$ cat config.mk
export PLATFORM = sky130hd
export DESIGN_NAME = trg_pls_sched
export DESIGN_NICKNAME = d
export VERILOG_FILES = /design/src/rtl/trg_pls_sched.sv
export SDC_FILE = /design/constraint.sdc
export NUM_CORES = 2
export LEC_CHECK = 0
export BUFFER_PORTS_ARGS = -buffer_cell sky130_fd_sc_hd__buf_2
export CAP_MARGIN = 20
export CORE_MARGIN = 5
export CORE_UTILIZATION = 52
export CTS_CLUSTER_DIAMETER = 40
export DETAILED_ROUTE_END_ITERATION = 8
export HOLD_SLACK_MARGIN = 0.08
export PLACE_DENSITY_LB_ADDON = 0.25
export REMOVE_ABC_BUFFERS = 1
export SKIP_CTS_REPAIR_TIMING = 1
export SYNTH_ARGS = -nofsm -noshare
export SYNTH_HDL_FRONTEND = slang
export SYNTH_SLANG_ARGS = --single-unit
$ cat constraint.sdc
create_clock -name CLK160M -period 7.9 [get_ports CLK160M]
set_input_delay 0.79 -clock CLK160M [delete_from_list [all_inputs] [get_ports CLK160M]]
set_output_delay 0.79 -clock CLK160M [all_outputs]
set_load 0.02 [all_outputs]
$ cat src/rtl/trg_pls_sched.sv
// Trigger-pulse scheduler: command-word configured, per-channel delay/width/period/count
// pulse-train generators with coordinated multi-channel arm and abort.
module trg_pls_sched #(
    parameter int unsigned NCH = 4,
    parameter int unsigned CW  = 16
) (
    input  logic           CLK160M,
    input  logic           RESET,
    input  logic           CMD_VALID,
    output logic           CMD_READY,
    input  logic [31:0]    CMD_DATA,
    output logic [NCH-1:0] TRG_PLS,
    output logic [NCH-1:0] BUSY,
    output logic [NCH-1:0] DONE,
    output logic           CMD_ERR
);

    typedef enum logic [1:0] {StIdle, StWait, StHigh, StLow} state_e;

    localparam logic [3:0] OpDelay  = 4'd0;
    localparam logic [3:0] OpWidth  = 4'd1;
    localparam logic [3:0] OpPeriod = 4'd2;
    localparam logic [3:0] OpCount  = 4'd3;
    localparam logic [3:0] OpArm    = 4'd4;
    localparam logic [3:0] OpAbort  = 4'd5;

    localparam logic [CW-1:0] One  = CW'(1);
    localparam logic [CW:0]   OneX = (CW + 1)'(1);

    logic [3:0]     op;
    logic [1:0]     ch;
    logic [CW-1:0]  value;
    logic [NCH-1:0] mask;
    logic           unused_data;

    assign op          = CMD_DATA[31:28];
    assign ch          = CMD_DATA[27:26];
    assign value       = CMD_DATA[CW-1:0];
    assign mask        = CMD_DATA[NCH-1:0];
    assign unused_data = ^CMD_DATA;

    logic           ch_ok;
    logic           ch_busy;
    logic           is_cfg;
    logic           is_arm;
    logic           is_abort;
    logic           is_err;
    logic           ready;
    logic           accept;

    // Configuration registers
    logic [CW-1:0]  delay_q  [NCH];
    logic [CW-1:0]  width_q  [NCH];
    logic [CW-1:0]  period_q [NCH];
    logic [CW-1:0]  count_q  [NCH];

    // Effective (clamped) timing derived from the configuration
    logic [CW-1:0]  w_eff    [NCH];
    logic [CW:0]    p_min    [NCH];
    logic [CW:0]    p_eff    [NCH];
    logic [CW-1:0]  low_len  [NCH];

    // Working state per channel
    state_e         state_q  [NCH];
    state_e         state_d  [NCH];
    logic [CW-1:0]  phase_q  [NCH];
    logic [CW-1:0]  phase_d  [NCH];
    logic [CW-1:0]  rem_q    [NCH];
    logic [CW-1:0]  rem_d    [NCH];
    logic [CW-1:0]  wlen_q   [NCH];
    logic [CW-1:0]  wlen_d   [NCH];
    logic [CW-1:0]  llen_q   [NCH];
    logic [CW-1:0]  llen_d   [NCH];

    logic [NCH-1:0] trg_q,  trg_d;
    logic [NCH-1:0] busy_q, busy_d;
    logic [NCH-1:0] done_q, done_d;
    logic           err_q;

    assign ch_ok = {30'd0, ch} < NCH;

    always_comb begin
        ch_busy = 1'b0;
        for (int unsigned i = 0; i < NCH; i++) begin
            if (2'(i) == ch) ch_busy = busy_q[i];
        end
    end

    assign is_cfg   = (op <= OpCount) && ch_ok;
    assign is_arm   = (op == OpArm);
    assign is_abort = (op == OpAbort);
    assign is_err   = (op > OpAbort) || ((op <= OpCount) && !ch_ok);

    // Stall only config writes to a busy channel and ARMs overlapping busy channels.
    always_comb begin
        ready = 1'b1;
        if (op <= OpCount) begin
            ready = !(ch_ok && ch_busy);
        end else if (is_arm) begin
            ready = ((mask & busy_q) == '0);
        end
        if (RESET) ready = 1'b0;
    end

    assign accept = CMD_VALID && ready;

    always_ff @(posedge CLK160M) begin
        if (RESET) begin
            for (int unsigned i = 0; i < NCH; i++) begin
                delay_q[i]  <= '0;
                width_q[i]  <= One;
                period_q[i] <= CW'(2);
                count_q[i]  <= One;
            end
        end else if (accept && is_cfg) begin
            for (int unsigned i = 0; i < NCH; i++) begin
                if (2'(i) == ch) begin
                    case (op)
                        OpDelay:  delay_q[i]  <= value;
                        OpWidth:  width_q[i]  <= value;
                        OpPeriod: period_q[i] <= value;
                        OpCount:  count_q[i]  <= value;
                        default:  ;
                    endcase
                end
            end
        end
    end

    // Peff is computed one bit wider so WIDTH = 2^CW-1 cannot overflow Weff+1.
    always_comb begin
        for (int unsigned i = 0; i < NCH; i++) begin
            w_eff[i]   = (width_q[i] == '0) ? One : width_q[i];
            p_min[i]   = {1'b0, w_eff[i]} + OneX;
            p_eff[i]   = ({1'b0, period_q[i]} < p_min[i]) ? p_min[i] : {1'b0, period_q[i]};
            low_len[i] = CW'(p_eff[i] - {1'b0, w_eff[i]});
        end
    end

    always_comb begin
        state_d = state_q;
        phase_d = phase_q;
        rem_d   = rem_q;
        wlen_d  = wlen_q;
        llen_d  = llen_q;
        trg_d   = '0;
        busy_d  = '0;
        done_d  = '0;
        for (int unsigned i = 0; i < NCH; i++) begin
            if (accept && is_arm && mask[i]) begin
                wlen_d[i] = w_eff[i];
                llen_d[i] = low_len[i];
                rem_d[i]  = count_q[i];
                if (delay_q[i] == '0) begin
                    state_d[i] = StHigh;
                    phase_d[i] = w_eff[i] - One;
                end else begin
                    state_d[i] = StWait;
                    phase_d[i] = delay_q[i] - One;
                end
            end else if (accept && is_abort && mask[i]) begin
                state_d[i] = StIdle;
            end else begin
                case (state_q[i])
                    StWait: begin
                        if (phase_q[i] == '0) begin
                            state_d[i] = StHigh;
                            phase_d[i] = wlen_q[i] - One;
                        end else begin
                            phase_d[i] = phase_q[i] - One;
                        end
                    end
                    StHigh: begin
                        if (phase_q[i] != '0) begin
                            phase_d[i] = phase_q[i] - One;
                        end else if (rem_q[i] == One) begin
                            state_d[i] = StIdle;
                            done_d[i]  = 1'b1;
                        end else begin
                            // rem == 0 is continuous mode and is left untouched
                            if (rem_q[i] != '0) rem_d[i] = rem_q[i] - One;
                            state_d[i] = StLow;
                            phase_d[i] = llen_q[i] - One;
                        end
                    end
                    StLow: begin
                        if (phase_q[i] == '0) begin
                            state_d[i] = StHigh;
                            phase_d[i] = wlen_q[i] - One;
                        end else begin
                            phase_d[i] = phase_q[i] - One;
                        end
                    end
                    default: ;
                endcase
            end
            trg_d[i]  = (state_d[i] == StHigh);
            busy_d[i] = (state_d[i] != StIdle);
        end
    end

    always_ff @(posedge CLK160M) begin
        if (RESET) begin
            for (int unsigned i = 0; i < NCH; i++) begin
                state_q[i] <= StIdle;
                phase_q[i] <= '0;
                rem_q[i]   <= '0;
                wlen_q[i]  <= '0;
                llen_q[i]  <= '0;
            end
            trg_q  <= '0;
            busy_q <= '0;
            done_q <= '0;
            err_q  <= 1'b0;
        end else begin
            state_q <= state_d;
            phase_q <= phase_d;
            rem_q   <= rem_d;
            wlen_q  <= wlen_d;
            llen_q  <= llen_d;
            trg_q   <= trg_d;
            busy_q  <= busy_d;
            done_q  <= done_d;
            err_q   <= accept && is_err;
        end
    end

    assign CMD_READY = ready;
    assign TRG_PLS   = trg_q;
    assign BUSY      = busy_q;
    assign DONE      = done_q;
    assign CMD_ERR   = err_q;

endmodule

==> flow_metrics.tcl <==
set metrics [dict create \
    timing_hold_violations_final 0 \
    hold_class "reg -> reg" \
    powerDensity_mw_per_mm2 224 \
    slew_violations 0 \
    syn_area_mm2 0.0328 \
    final-instance-count-excl-fill 4724 \
    p_leak_uw 0.0138 \
    worst-setup-path-type "reg -> reg" \
    numPlacedInstances 4555 \
    maxCapViolations 0 \
    setup-tns-final_ns 0 \
    antenna_found_initial 5 \
    synth_cell_types 84 \
    grt_pass1_wl_um 142000 \
    num_rows 92 \
    clk_pin_slew_ns 0.05 \
    yosys_warnings 0 \
    cts_tree "done" \
    io_buffers 38 \
    cts_buffers 89 \
    grtUsageTotal 0.260 \
    rsz0062_at_grt "false" \
    path_common_cell "nand2_1" \
    drt-total-wl_um 90700 \
    wl_per_cell_um 19.2 \
    io_pins 49 \
    antenna_cells 0 \
    cts_root_buf "clkbuf_16" \
    critPathRequiredTime_ns 8.39 \
    clk_latency_ns 0.63 \
    holdWs_ns 0.475 \
    synth.most_common_cell "nand2_1" \
    synth_edf_count 256 \
    synthArstFlopShare 0 \
    skew_ns 0.0210 \
    path_buf_inv 1 \
    grt-ovfl-total 0 \
    topRoutingLayerUsed "met4" \
    drive_gt1_frac 0.0799 \
    setup_viol 0 \
    cp-end-kind "flop" \
    grt_max_degree 68 \
    drt_iter0_markers 2369 \
    vdd_drop_max_mv 0.199 \
    clock_sinks 533 \
    reg2reg_depth 29 \
    area_growth_pct 12.2 \
    slowest_delay_ns 0.57 \
    crit_family "compound AO/OA/AOI/OAI gates" \
    max_freq_mhz 139 \
    netlist_instances 3833 \
    period_share 0.908 \
    synth_area_leaders "edfxtp_1 (23%), dfxtp_1 (17%), a21oi_1 (5.8%)" \
    synth_top_area_frac 0.235 \
    die_x_um 261 \
    avgViaCountPerCell 5.93 \
    routabilityCongestion 0.888 \
    synth_largest_area_cell "edfxtp_1" \
    clock_path_buffers 3 \
    worstHoldEndpoint "wlen_q[47]" \
    synthFlopType "dfxtp_1" \
    cp_slowest_cell "edfxtp_1" \
    die-height_um 261 \
    synth-seq-cells 533 \
    crit_path_max_fanout 27 \
    min_from "wlen_q[47]" \
    r2r-start "width_q[2][1]" \
    first_pass_iters 5 \
    hold_depth 2 \
    fillers 5558 \
    yosysSeqAreaShare 0.404 \
    layout.nets 3984 \
    worst_r2r_endpoint "llen_q[30]" \
    ff2ff_setup_slack_ns 0.72 \
    dp_hpwl_um 60300 \
    wl_met1_um 40300 \
    vias 28001 \
    worstMarginPinSlew_ns 1.07 \
    post-route-util 0.586 \
    startpoint_type "flop" \
    worstPathArrival_ns 7.67 \
    status "finished, final reports clean" \
    die-area_mm2 0.0682 \
    wl_met2_um 41200 \
    htree_levels 3 \
    grt_pass1_vias 25952 \
    synth_common_cells "nand2_1 (396), a21oi_1 (380), nor2_1 (370), dfxtp_1 (277), and2_1 (258)" \
    avgSynthCellArea_um2 8.55 \
    max_slew_margin 0.287 \
    total_power_uw 8240 \
    ant_nets 0 \
    post-route-drc-count 0 \
    layout_min_cycle_time_ns 7.18 \
    fp.coreArea_mm2 0.0627 \
    initial_utilization 0.522 \
    dr_wl_met3_um 6620 \
]
-- final cells by class --
| cell class | instances | area (um2) | share of cell area |
|---|---|---|---|
| Multi-Input combinational cell | 2964 | 18300 | 0.498 |
| Clock buffer | 110 | 2550 | 0.0692 |
| Sequential cell | 533 | 13200 | 0.360 |
| Tap cell | 846 | 1060 | 0.0288 |
| Timing Repair Buffer | 90 | 609 | 0.0166 |
| Clock inverter | 56 | 556 | 0.0151 |
| Inverter | 125 | 469 | 0.0128 |
-- registers in the layout, indices dropped and copies added, names as in the netlist --
| signal | cells |
|---|---|
| state_q | 8 |
| rem_q | 64 |
| delay_q | 64 |
| period_q | 64 |
| DONE | 4 |
| llen_q | 64 |
| BUSY | 4 |
| CMD_ERR | 1 |
| count_q | 64 |
| width_q | 64 |
| phase_q | 64 |
| TRG_PLS | 4 |
| wlen_q | 64 |
-- metal layers --
metal,GRT usage,vias up
met5,0,-
met4,0.0857,0
met3,0.0402,179
met2,0.419,989
met1,0.363,13092
li1,-,13741
-- metrics by stage --
step                area, um2  worst slack, ns
floorplan               32000             1.14
global placement        33600            0.975
detailed placement      33600            0.848
CTS                     36800            0.806
global route            36800           0.0480
finish                  36800            0.724
-- where the power goes --
part	leakage [uW]	internal (uW)	switching, uW
clock	0.00152	2480	1470
combinational	0.00745	449	772
sequential	0.00481	2970	93.4
total	0.0138	5900	2340
-- cell usage in the layout, fill, tap and decap left out, drive strengths merged, types with 13 or more instances in the layout --
| master | count |
|---|---|
| mux2i | 27 |
| a31oi | 29 |
| and2 | 259 |
| inv | 150 |
| nand2b | 35 |
| nor4 | 74 |
| or4 | 37 |
| nand2 | 397 |
| o21ai | 154 |
| a21o | 33 |
| buf | 88 |
| a311oi | 20 |
| or3 | 71 |
| nor2b | 19 |
| nand4 | 30 |
| o211ai | 20 |
| clkinv | 20 |
| nor2 | 371 |
| clkbuf | 112 |
| xnor2 | 180 |
| and3 | 19 |
| o21a | 22 |
| or2 | 22 |
| a211oi | 146 |
| edfxtp | 256 |
| a21oi | 380 |
| dfxtp | 277 |
| o221ai | 13 |
| nand3 | 69 |
| ha | 142 |
| xor2 | 96 |
| nor3 | 133 |
-- worst reg2reg max path, delay by kind of cell, from the launching register on --
family / cells / cell delay [ns]
AOI/OAI and AO/OA: 11 / 2.79
xor gates and xnor gates: 1 / 0.22
adders and majority gates: 2 / 0.56
buffers and inverters: 1 / 0.28
DFF: 1 / 0.57
muxes: 2 / 0.31
and+or+nand+nor: 12 / 2.34
-- kinds of logic after synthesis --
family,synth area share
AND/OR/NAND/NOR,0.240
buffers and inverters,0.0387
flip-flops,0.404
XOR/XNOR,0.0737
multiplexers,0.00996
adder cells (fa/ha/maj),0.0566
AO/OA/AOI/OAI,0.177
-- worst max path at each step --
stage             startpoint  cells past startpoint    endpoint  slack, ns
6_report       width_q[2][1]                     29  llen_q[30]       0.72
5_1_grt        width_q[2][1]                     29  llen_q[30]       0.05
4_1_cts        width_q[2][1]                     29  llen_q[30]       0.81
3_5_place_dp   width_q[2][1]                     29  llen_q[30]       0.85
3_3_place_gp   width_q[2][1]                     29  llen_q[29]       0.98
2_1_floorplan  width_q[3][1]                     29  llen_q[14]       1.14
No activity file was read; power rests on OpenSTA's default activity.
